[config.mk]
export PLATFORM = sky130hd
export DESIGN_NAME = bus_control_fsm
export DESIGN_NICKNAME = d
export VERILOG_FILES = /design/src/rtl/cpu_ctrl_pkg.sv /design/src/rtl/reg_onehot_dec.sv /design/src/rtl/bus_control_fsm.sv
export SDC_FILE = /design/constraint.sdc
export NUM_CORES = 1
export LEC_CHECK = 0
export ABC_AREA = 1
export BUFFER_PORTS_ARGS = -buffer_cell sky130_fd_sc_hd__buf_2
export CORE_UTILIZATION = 45
export DETAILED_ROUTE_END_ITERATION = 16
export PLACE_DENSITY = 0.79
export RECOVER_POWER = 50
export SLEW_MARGIN = 40
export SYNTH_ARGS = -nofsm -noshare
export SYNTH_HDL_FRONTEND = slang
export SYNTH_HIERARCHICAL = 1
export SYNTH_SLANG_ARGS = --single-unit
[constraint.sdc]
create_clock -name Clock -period 1.58 [get_ports Clock]
set_input_delay 0.079 -clock Clock [delete_from_list [all_inputs] [get_ports Clock]]
set_output_delay 0.079 -clock Clock [all_outputs]
set_load 0.02 [all_outputs]
[src/rtl/cpu_ctrl_pkg.sv]
// Package: cpu_ctrl_pkg
//   Shared types and constants for the bus control sequencer.
//   - opcode_t : instruction opcodes (op field IR[15:12])
//   - state_t  : sequencer states
//   - SEL_*    : fixed bus-source bit positions in src_sel
//   - sel_reg  : maps a register index k to its src_sel one-hot (bit 35-k)
package cpu_ctrl_pkg;

   typedef enum logic [3:0] {
      OP_MV  = 4'd0,
      OP_MVI = 4'd1,
      OP_ADD = 4'd2,
      OP_SUB = 4'd3,
      OP_SIN = 4'd4,
      OP_COS = 4'd5
   } opcode_t;

   typedef enum logic [2:0] {
      T0    = 3'd0,
      T1    = 3'd1,
      T2    = 3'd2,
      T3    = 3'd3,
      CWAIT = 3'd4,
      CRES  = 3'd5
   } state_t;

   localparam int SEL_G   = 3;
   localparam int SEL_DIN = 2;
   localparam int SEL_SIN = 1;
   localparam int SEL_COS = 0;

   // Register sources occupy the top 32 bits, R0 at bit 35 down to R31 at bit 4.
   function automatic logic [35:0] sel_reg(input logic [4:0] k);
      logic [5:0] sh;
      sh      = 6'd35 - {1'b0, k};
      sel_reg = 36'b1 << sh;
   endfunction

endpackage

[src/rtl/reg_onehot_dec.sv]
// Module: reg_onehot_dec
//   Register index to one-hot load-enable decoder.
//   Ports:
//     idx    in  5   register index
//     en     in  1   decode enable; all-zero output when low
//     onehot out 32  bit idx set when en=1
module reg_onehot_dec (
   input  logic [4:0]  idx,
   input  logic        en,
   output logic [31:0] onehot
);

   assign onehot = en ? (32'b1 << idx) : 32'b0;

endmodule

[src/rtl/bus_control_fsm.sv]
// Module: bus_control_fsm
//   Instruction sequencer for the shared 32-bit datapath bus. Drives one-hot
//   bus-source selects, one-hot register load enables, adder controls and the
//   CORDIC start/done handshake, and pulses Done as each instruction retires.
//   Optional feature macro: CTRL_TIMEOUT_EN (bounded CORDIC wait with
//   timeout_err); when undefined CWAIT waits indefinitely and timeout_err=0.
//   Handshake: Run is a request sampled only in T0; cordic_start is a one-cycle
//   pulse with the angle on the bus; cordic_done is honoured only in CWAIT.
//   Ports:
//     Clock, Resetn           clock (rising edge), async active-low reset
//     Run                     start request
//     IR [IR_W]               op[15:12], rx[11:7], ry[6:2]
//     cordic_done             CORDIC result valid
//     src_sel [36]            one-hot bus source
//     reg_in [32]             one-hot register load enables
//     IRin, Ain, Gin, AddSub  IR load, adder operand/result load, add/sub
//     cordic_start            CORDIC start pulse
//     Done                    retire pulse
//     illegal_op, timeout_err error pulses (coincide with Done)
//     fsm_state [3]           current state (debug observation)
module bus_control_fsm
   import cpu_ctrl_pkg::*;
#(
   parameter int IR_W           = 16,
   parameter int TIMEOUT_CYCLES = 64
) (
   input  logic            Clock,
   input  logic            Resetn,
   input  logic            Run,
   input  logic [IR_W-1:0] IR,
   input  logic            cordic_done,
   output logic [35:0]     src_sel,
   output logic [31:0]     reg_in,
   output logic            IRin,
   output logic            Ain,
   output logic            Gin,
   output logic            AddSub,
   output logic            cordic_start,
   output logic            Done,
   output logic            illegal_op,
   output logic            timeout_err,
   output logic [2:0]      fsm_state
);

   state_t     state;
   opcode_t    op;
   logic [4:0] rx, ry;
   logic       unused_ir;
   logic       tmo_hit;

   logic [35:0] src_c;
   logic        rx_load_c, irin_c, ain_c, gin_c, addsub_c, cstart_c;
   logic        done_c, ill_c, tmo_c;

   assign op        = opcode_t'(IR[15:12]);
   assign rx        = IR[11:7];
   assign ry        = IR[6:2];
   assign unused_ir = ^IR[1:0];
   assign fsm_state = state;

`ifdef CTRL_TIMEOUT_EN
   localparam int CNT_W = (TIMEOUT_CYCLES > 1) ? $clog2(TIMEOUT_CYCLES) : 1;
   logic [CNT_W-1:0] wait_cnt;

   // Held at zero outside CWAIT, so it is already clear on CWAIT entry.
   always_ff @(posedge Clock or negedge Resetn) begin
      if (!Resetn)
         wait_cnt <= '0;
      else if (state != CWAIT)
         wait_cnt <= '0;
      else
         wait_cnt <= wait_cnt + 1'b1;
   end

   assign tmo_hit = (state == CWAIT) && !cordic_done &&
                    (wait_cnt == CNT_W'(TIMEOUT_CYCLES - 1));
`else
   assign tmo_hit = 1'b0;
`endif

   always_ff @(posedge Clock or negedge Resetn) begin
      if (!Resetn) begin
         state <= T0;
      end else begin
         case (state)
            T0:    if (Run) state <= T1;
            T1: begin
               case (op)
                  OP_ADD, OP_SUB: state <= T2;
                  OP_SIN, OP_COS: state <= CWAIT;
                  default:        state <= T0;
               endcase
            end
            T2:    state <= T3;
            T3:    state <= T0;
            // cordic_done wins over a timeout in the same cycle.
            CWAIT: begin
               if (cordic_done)  state <= CRES;
               else if (tmo_hit) state <= T0;
            end
            CRES:  state <= T0;
            default: state <= T0;
         endcase
      end
   end

   always_comb begin
      src_c     = 36'b0;
      rx_load_c = 1'b0;
      irin_c    = 1'b0;
      ain_c     = 1'b0;
      gin_c     = 1'b0;
      addsub_c  = 1'b0;
      cstart_c  = 1'b0;
      done_c    = 1'b0;
      ill_c     = 1'b0;
      tmo_c     = 1'b0;
      case (state)
         T0: begin
            if (Run) begin
               src_c  = 36'b1 << SEL_DIN;
               irin_c = 1'b1;
            end
         end
         T1: begin
            case (op)
               OP_MV: begin
                  src_c     = sel_reg(ry);
                  rx_load_c = 1'b1;
                  done_c    = 1'b1;
               end
               OP_MVI: begin
                  src_c     = 36'b1 << SEL_DIN;
                  rx_load_c = 1'b1;
                  done_c    = 1'b1;
               end
               OP_ADD, OP_SUB: begin
                  src_c = sel_reg(rx);
                  ain_c = 1'b1;
               end
               OP_SIN, OP_COS: begin
                  src_c    = sel_reg(ry);
                  cstart_c = 1'b1;
               end
               default: begin
                  done_c = 1'b1;
                  ill_c  = 1'b1;
               end
            endcase
         end
         T2: begin
            src_c    = sel_reg(ry);
            gin_c    = 1'b1;
            addsub_c = IR[12];
         end
         T3: begin
            src_c     = 36'b1 << SEL_G;
            rx_load_c = 1'b1;
            done_c    = 1'b1;
         end
         CWAIT: begin
            done_c = tmo_hit;
            tmo_c  = tmo_hit;
         end
         CRES: begin
            src_c     = (op == OP_SIN) ? (36'b1 << SEL_SIN) : (36'b1 << SEL_COS);
            rx_load_c = 1'b1;
            done_c    = 1'b1;
         end
         default: ;
      endcase
   end

   // Every output is forced low while reset is held, including the T0/Run path.
   reg_onehot_dec u_reg_in_dec (
      .idx    (rx),
      .en     (rx_load_c & Resetn),
      .onehot (reg_in)
   );

   assign src_sel      = Resetn ? src_c : 36'b0;
   assign IRin         = Resetn & irin_c;
   assign Ain          = Resetn & ain_c;
   assign Gin          = Resetn & gin_c;
   assign AddSub       = Resetn & addsub_c;
   assign cordic_start = Resetn & cstart_c;
   assign Done         = Resetn & done_c;
   assign illegal_op   = Resetn & ill_c;
   assign timeout_err  = Resetn & tmo_c;

endmodule

==> results.sh, run 1 <==
export IMPL_die_x_um=73.4
export IMPL_gp_congestion=0.951
export IMPL_outcome="did not finish"
export IMPL_synth_area_um2=2300
export IMPL_rows=25
export IMPL_synth_seq_area_share_pct=3.27
export IMPL_synth_seq_cells=3
export IMPL_postGrtWorstEndpoint="reg_in[12]"
export IMPL_synth_warnings=6
export IMPL_die_y_um=73.4
export IMPL_clk_path_buf_depth=2
export IMPL_synth_cells=438
export IMPL_synth_distinct_cells=33
export IMPL_cts_root_buf="clkbuf_8"
export IMPL_syn_num_nets=460
export IMPL_htreeDepth=1
export IMPL_grt_usage_pct=90.1
export IMPL_overflow=335
export IMPL_worstEndpointType="output port"
export IMPL_cts_buffers=3
export IMPL_initial_core_util_pct=47.7
export IMPL_portBuffers=95
export IMPL_ios=99
export IMPL_tool_error="[ERROR GRT-0232] Routing congestion too high. Check the congestion heatmap in the GUI."
export IMPL_haltStage="global routing (5_1_grt)"
export IMPL_grt_max_degree=27
export IMPL_post_dp_hpwl_um=6430
export IMPL_syn_avg_cell_area_um2=5.24
export IMPL_cts_sinks=3
[cell families after synthesis]
family,Yosys count,share of synthesized area (%)
other,1,0.163
flip-flops,3,3.27
AO/OA/AOI/OAI,64,18.2
AND/OR/NAND/NOR,305,63.1
adder cells (fa/ha/maj),2,1.09
buffers and inverters,63,14.2
[per-stage QoR]
| step | util [%] | cell area, um2 | instances | setup slack [ps] | setup TNS (ps) |
|---|---|---|---|---|---|
| 2_1_floorplan | - | 2560 | 438 | -83.1 | -2250 |
| 3_3_place_gp | 71.8 | 3460 | 631 | -79.3 | -992 |
| 3_5_place_dp | 71.8 | 3460 | 631 | -110 | -2190 |
| 4_1_cts | 87.7 | 4230 | 651 | -276 | -13230 |
[routing by layer]
layer,GRT overflow,GRT usage (%)
met2,213,119
met5,0,8.08
met1,2,79.5
met4,118,118
met3,2,62.1
[Yosys cell counts (all sizes together)]
cell type	number	area [um2]
a211oi	1	7.51
a21oi	38	243
a31oi	2	12.5
buf	26	181
clkbuf	2	7.51
clkinv	1	3.75
conb	1	3.75
dfrtp	3	75.1
ha	2	25.0
inv	34	133
nand2	103	427
nand3	92	470
nand3b	7	52.6
nand4	21	131
nor2	80	358
nor3	2	10.0
o21a	1	7.51
o21ai	20	134
o22ai	1	6.26
o31ai	1	7.51
[what timing repair did]
action / CTS
setup buffers: 10
pin swaps: 39
hold buffers: 1
resized for setup: 155
setup endpoints to repair: 68
cloned: 6
endpoints found under the hold margin: 3
==> run 2, diff against run 1 <==
CORE_UTILIZATION = 35   (was 45)
PLACE_DENSITY = default   (was 0.79)
PLACE_DENSITY_LB_ADDON = 0.15   (was default)
clock period = 2.1 ns   (was 1.58 ns; I/O delays follow)
==> run 2 against run 1 <==
Compared with the run above: the flow now finishes without violations; synthesized cell count did not move; area after synthesis is the same.
==> results.sh, run 2 <==
export IMPL_setup_viol=0
export IMPL_die_x_um=83.0
export IMPL_synth_seq_cells=3
export IMPL_gp_congestion=0.876
export IMPL_ios=99
export IMPL_antenna_found_initial=0
export IMPL_rows=29
export IMPL_p_int_uw=452
export IMPL_synth_cells=438
export IMPL_drv_slew=0
export IMPL_yosysMostFrequentCell="nand2_1"
export IMPL_min_to="fsm_state[0]"
export IMPL_worstSetupEndpointType="output port"
export IMPL_r2r_slack_ps=950
export IMPL_finalCritPeriodShare_pct=95.6
export IMPL_htreeDepth=1
export IMPL_slowest_delay_ps=440
export IMPL_cts_buffers=3
export IMPL_skew_ps=0.183
export IMPL_drive_above_1_share_pct=29.7
export IMPL_clk_path_buf_depth=2
export IMPL_synth_top_area_share_pct=19.6
export IMPL_ir_drop_uv=503
export IMPL_hold_violations=0
export IMPL_portBuffers=95
export IMPL_synth_distinct_cells=33
export IMPL_grt_max_degree=37
export IMPL_min_delay_start="cordic_done"
export IMPL_outcome="finished clean"
export IMPL_drt_first_pass_iters=5
export IMPL_drc=0
export IMPL_worstSkewPairLatency_ps=210
export IMPL_grt_pass1_wl_um=12900
export IMPL_critPathRequiredTime_ps=2000
export IMPL_crit_type="reg -> out"
export IMPL_drt_initial_drc_count=278
export IMPL_cap_violations=0
export IMPL_vias=3234
export IMPL_pwr_share_clk_pct=14.1
export IMPL_path_max_fanout=8
export IMPL_r2r_end="fsm_state[0]"
export IMPL_powerDensity_nw_per_um2=398
export IMPL_final_common_cell="nand2_1"
export IMPL_synth_area_leader_cell="nand3_1"
export IMPL_setup_ws_ps=91.8
export IMPL_largest_register_ff_count=3
export IMPL_final_cell_mix="nand2_1 (92), nand3_1 (90), nor2_1 (69)"
export IMPL_p_sw_uw=710
export IMPL_post_dp_hpwl_um=5750
export IMPL_start_kind="flop"
export IMPL_rsz0062_at_grt="true"
export IMPL_slowest_stage="dfrtp_2"
export IMPL_async_reset_ff_share_pct=100
export IMPL_area_delta_synth_final_pct=27.2
export IMPL_synth_area_um2=2300
export IMPL_reg2reg_depth=5
export IMPL_cpMostUsedCell="nand2_2"
export IMPL_synth_seq_area_share_pct=3.27
export IMPL_ys_top_cells_by_area="nand3_1 (20%), nand2_1 (16%), nor2_1 (11%), a21oi_1 (6.1%), nand4_1 (5.7%)"
export IMPL_overflow=0
export IMPL_sw_frac_of_total_pct=61.1
export IMPL_fin_crit_ps=2010
export IMPL_hold_depth=3
export IMPL_wl_um=7970
export IMPL_diodes=0
export IMPL_utilization_pct=46.0
export IMPL_cts_sinks=3
export IMPL_ant_nets=0
export IMPL_min_delay_path_class="in -> reg"
export IMPL_grt_pass1_vias=2691
export IMPL_fmax_mhz=498
export IMPL_comb_power_share_pct=77.3
export IMPL_grt_usage_pct=21.5
export IMPL_die_y_um=83.0
export IMPL_syn_num_nets=460
export IMPL_power_leakage_nw=1.31
export IMPL_finalNetCount=549
export IMPL_cts_tree="done"
export IMPL_crit_chain="nor2_4 > nand2_2 > inv_1 > nand2_2 > o31ai_4 > buf_6 > nand2_2 > nor2_1 > buf_2"
export IMPL_critPathArrivalTime_ps=1900
export IMPL_synth_warnings=6
export IMPL_core_um2=6350
export IMPL_place_area_um2=2800
export IMPL_cts_root_buf="clkbuf_8"
export IMPL_design_area_um2=2920
export IMPL_clkTransAtPathRegs_ps=30
export IMPL_syn_avg_cell_area_um2=5.24
export IMPL_die_area_um2=6890
export IMPL_synthFlopType="dfrtp_1"
export IMPL_p_seq_share_pct=8.7
export IMPL_r2r_start="fsm_state[0]"
export IMPL_netlist_top_cells_count="nand2_1 (95), nand3_1 (90), nor2_1 (69)"
export IMPL_initial_core_util_pct=36.2
export IMPL_pre_cts_slack_ps=28.1
export IMPL_drt_vias_per_instance=5.36
export IMPL_post_drt_wl_per_cell_um=13.2
export IMPL_synth_edf_count=0
export IMPL_whs_ps=222
run 2: cell counts after synthesis:
Identical to the previous run, type by type.
run 2: worst max path at each step:
stage	from	to	slack, ps	cells past startpoint
CTS	fsm_state[1]	reg_in[26]	-20	8
global placement	fsm_state[1]	reg_in[18]	80	8
finish	fsm_state[1]	reg_in[0]	90	9
detailed placement	fsm_state[1]	reg_in[13]	30	8
global route	fsm_state[1]	reg_in[25]	-50	9
floorplan	fsm_state[0]	reg_in[10]	90	9
run 2: metal layers:
layer  wire (um)  share of wire, %  global-route usage, %  vias up
li1            -                 -                      -     1652
met4          22              0.28                   2.51        0
met1        3780                47                   30.2     1457
met3         413               5.2                   1.29        2
met2        3760                47                   37.2      123
met5           0                 0                      0        -
run 2: metrics by stage:
stage	cells	TNS, ps	power [mW]
final	603	0	1.16
after global routing	603	-519	1.26
after CTS	601	-255	1.14
after detailed placement	595	0	0.954
after global placement	595	0	0.945
after floorplan	438	0	0.706
run 2: worst max-delay path, delay by kind of cell (launching register included):
family | cells | cell delay [ps]
buffers and inverters | 3 | 450
DFF | 1 | 440
and+or+nand+nor | 5 | 570
AOI/OAI and AO/OA | 1 | 230
run 2: cell families after synthesis:
kind of cell | synth area share, %
DFF | 3.27
and+or+nand+nor | 63.1
buffers and inverters | 14.2
adders and majority gates | 1.09
other | 0.163
AOI/OAI and AO/OA | 18.2
run 2: cell type report:
| class | count | area (um2) |
|---|---|---|
| Fill cell | 692 | 3430 |
| Sequential cell | 3 | 76.3 |
| Timing Repair Buffer | 111 | 634 |
| Clock buffer | 4 | 45.0 |
| Inverter | 35 | 136 |
| Multi-Input combinational cell | 373 | 1930 |
| Tap cell | 77 | 96.3 |
run 2: what timing repair did:
item                                    in CTS  in global routing
endpoints found under the setup margin      32                 32
hold buffers                                 1                  0
resized for setup                            4                 18
endpoints found under the hold margin        3                  0
pin swaps                                    1                  2
gates cloned                                 1                  0
buffers inserted                             0                  2
run 2: power groups by stage:
stage	Clock, mW	Combinational (mW)	Sequential, mW
after floorplan	0	0.571	0.135
after global placement	0	0.847	0.0979
after detailed placement	0	0.856	0.0983
after CTS	0.166	0.873	0.0978
after global routing	0.174	0.981	0.102
final	0.163	0.898	0.101
(Power assumes the default switching activity.)
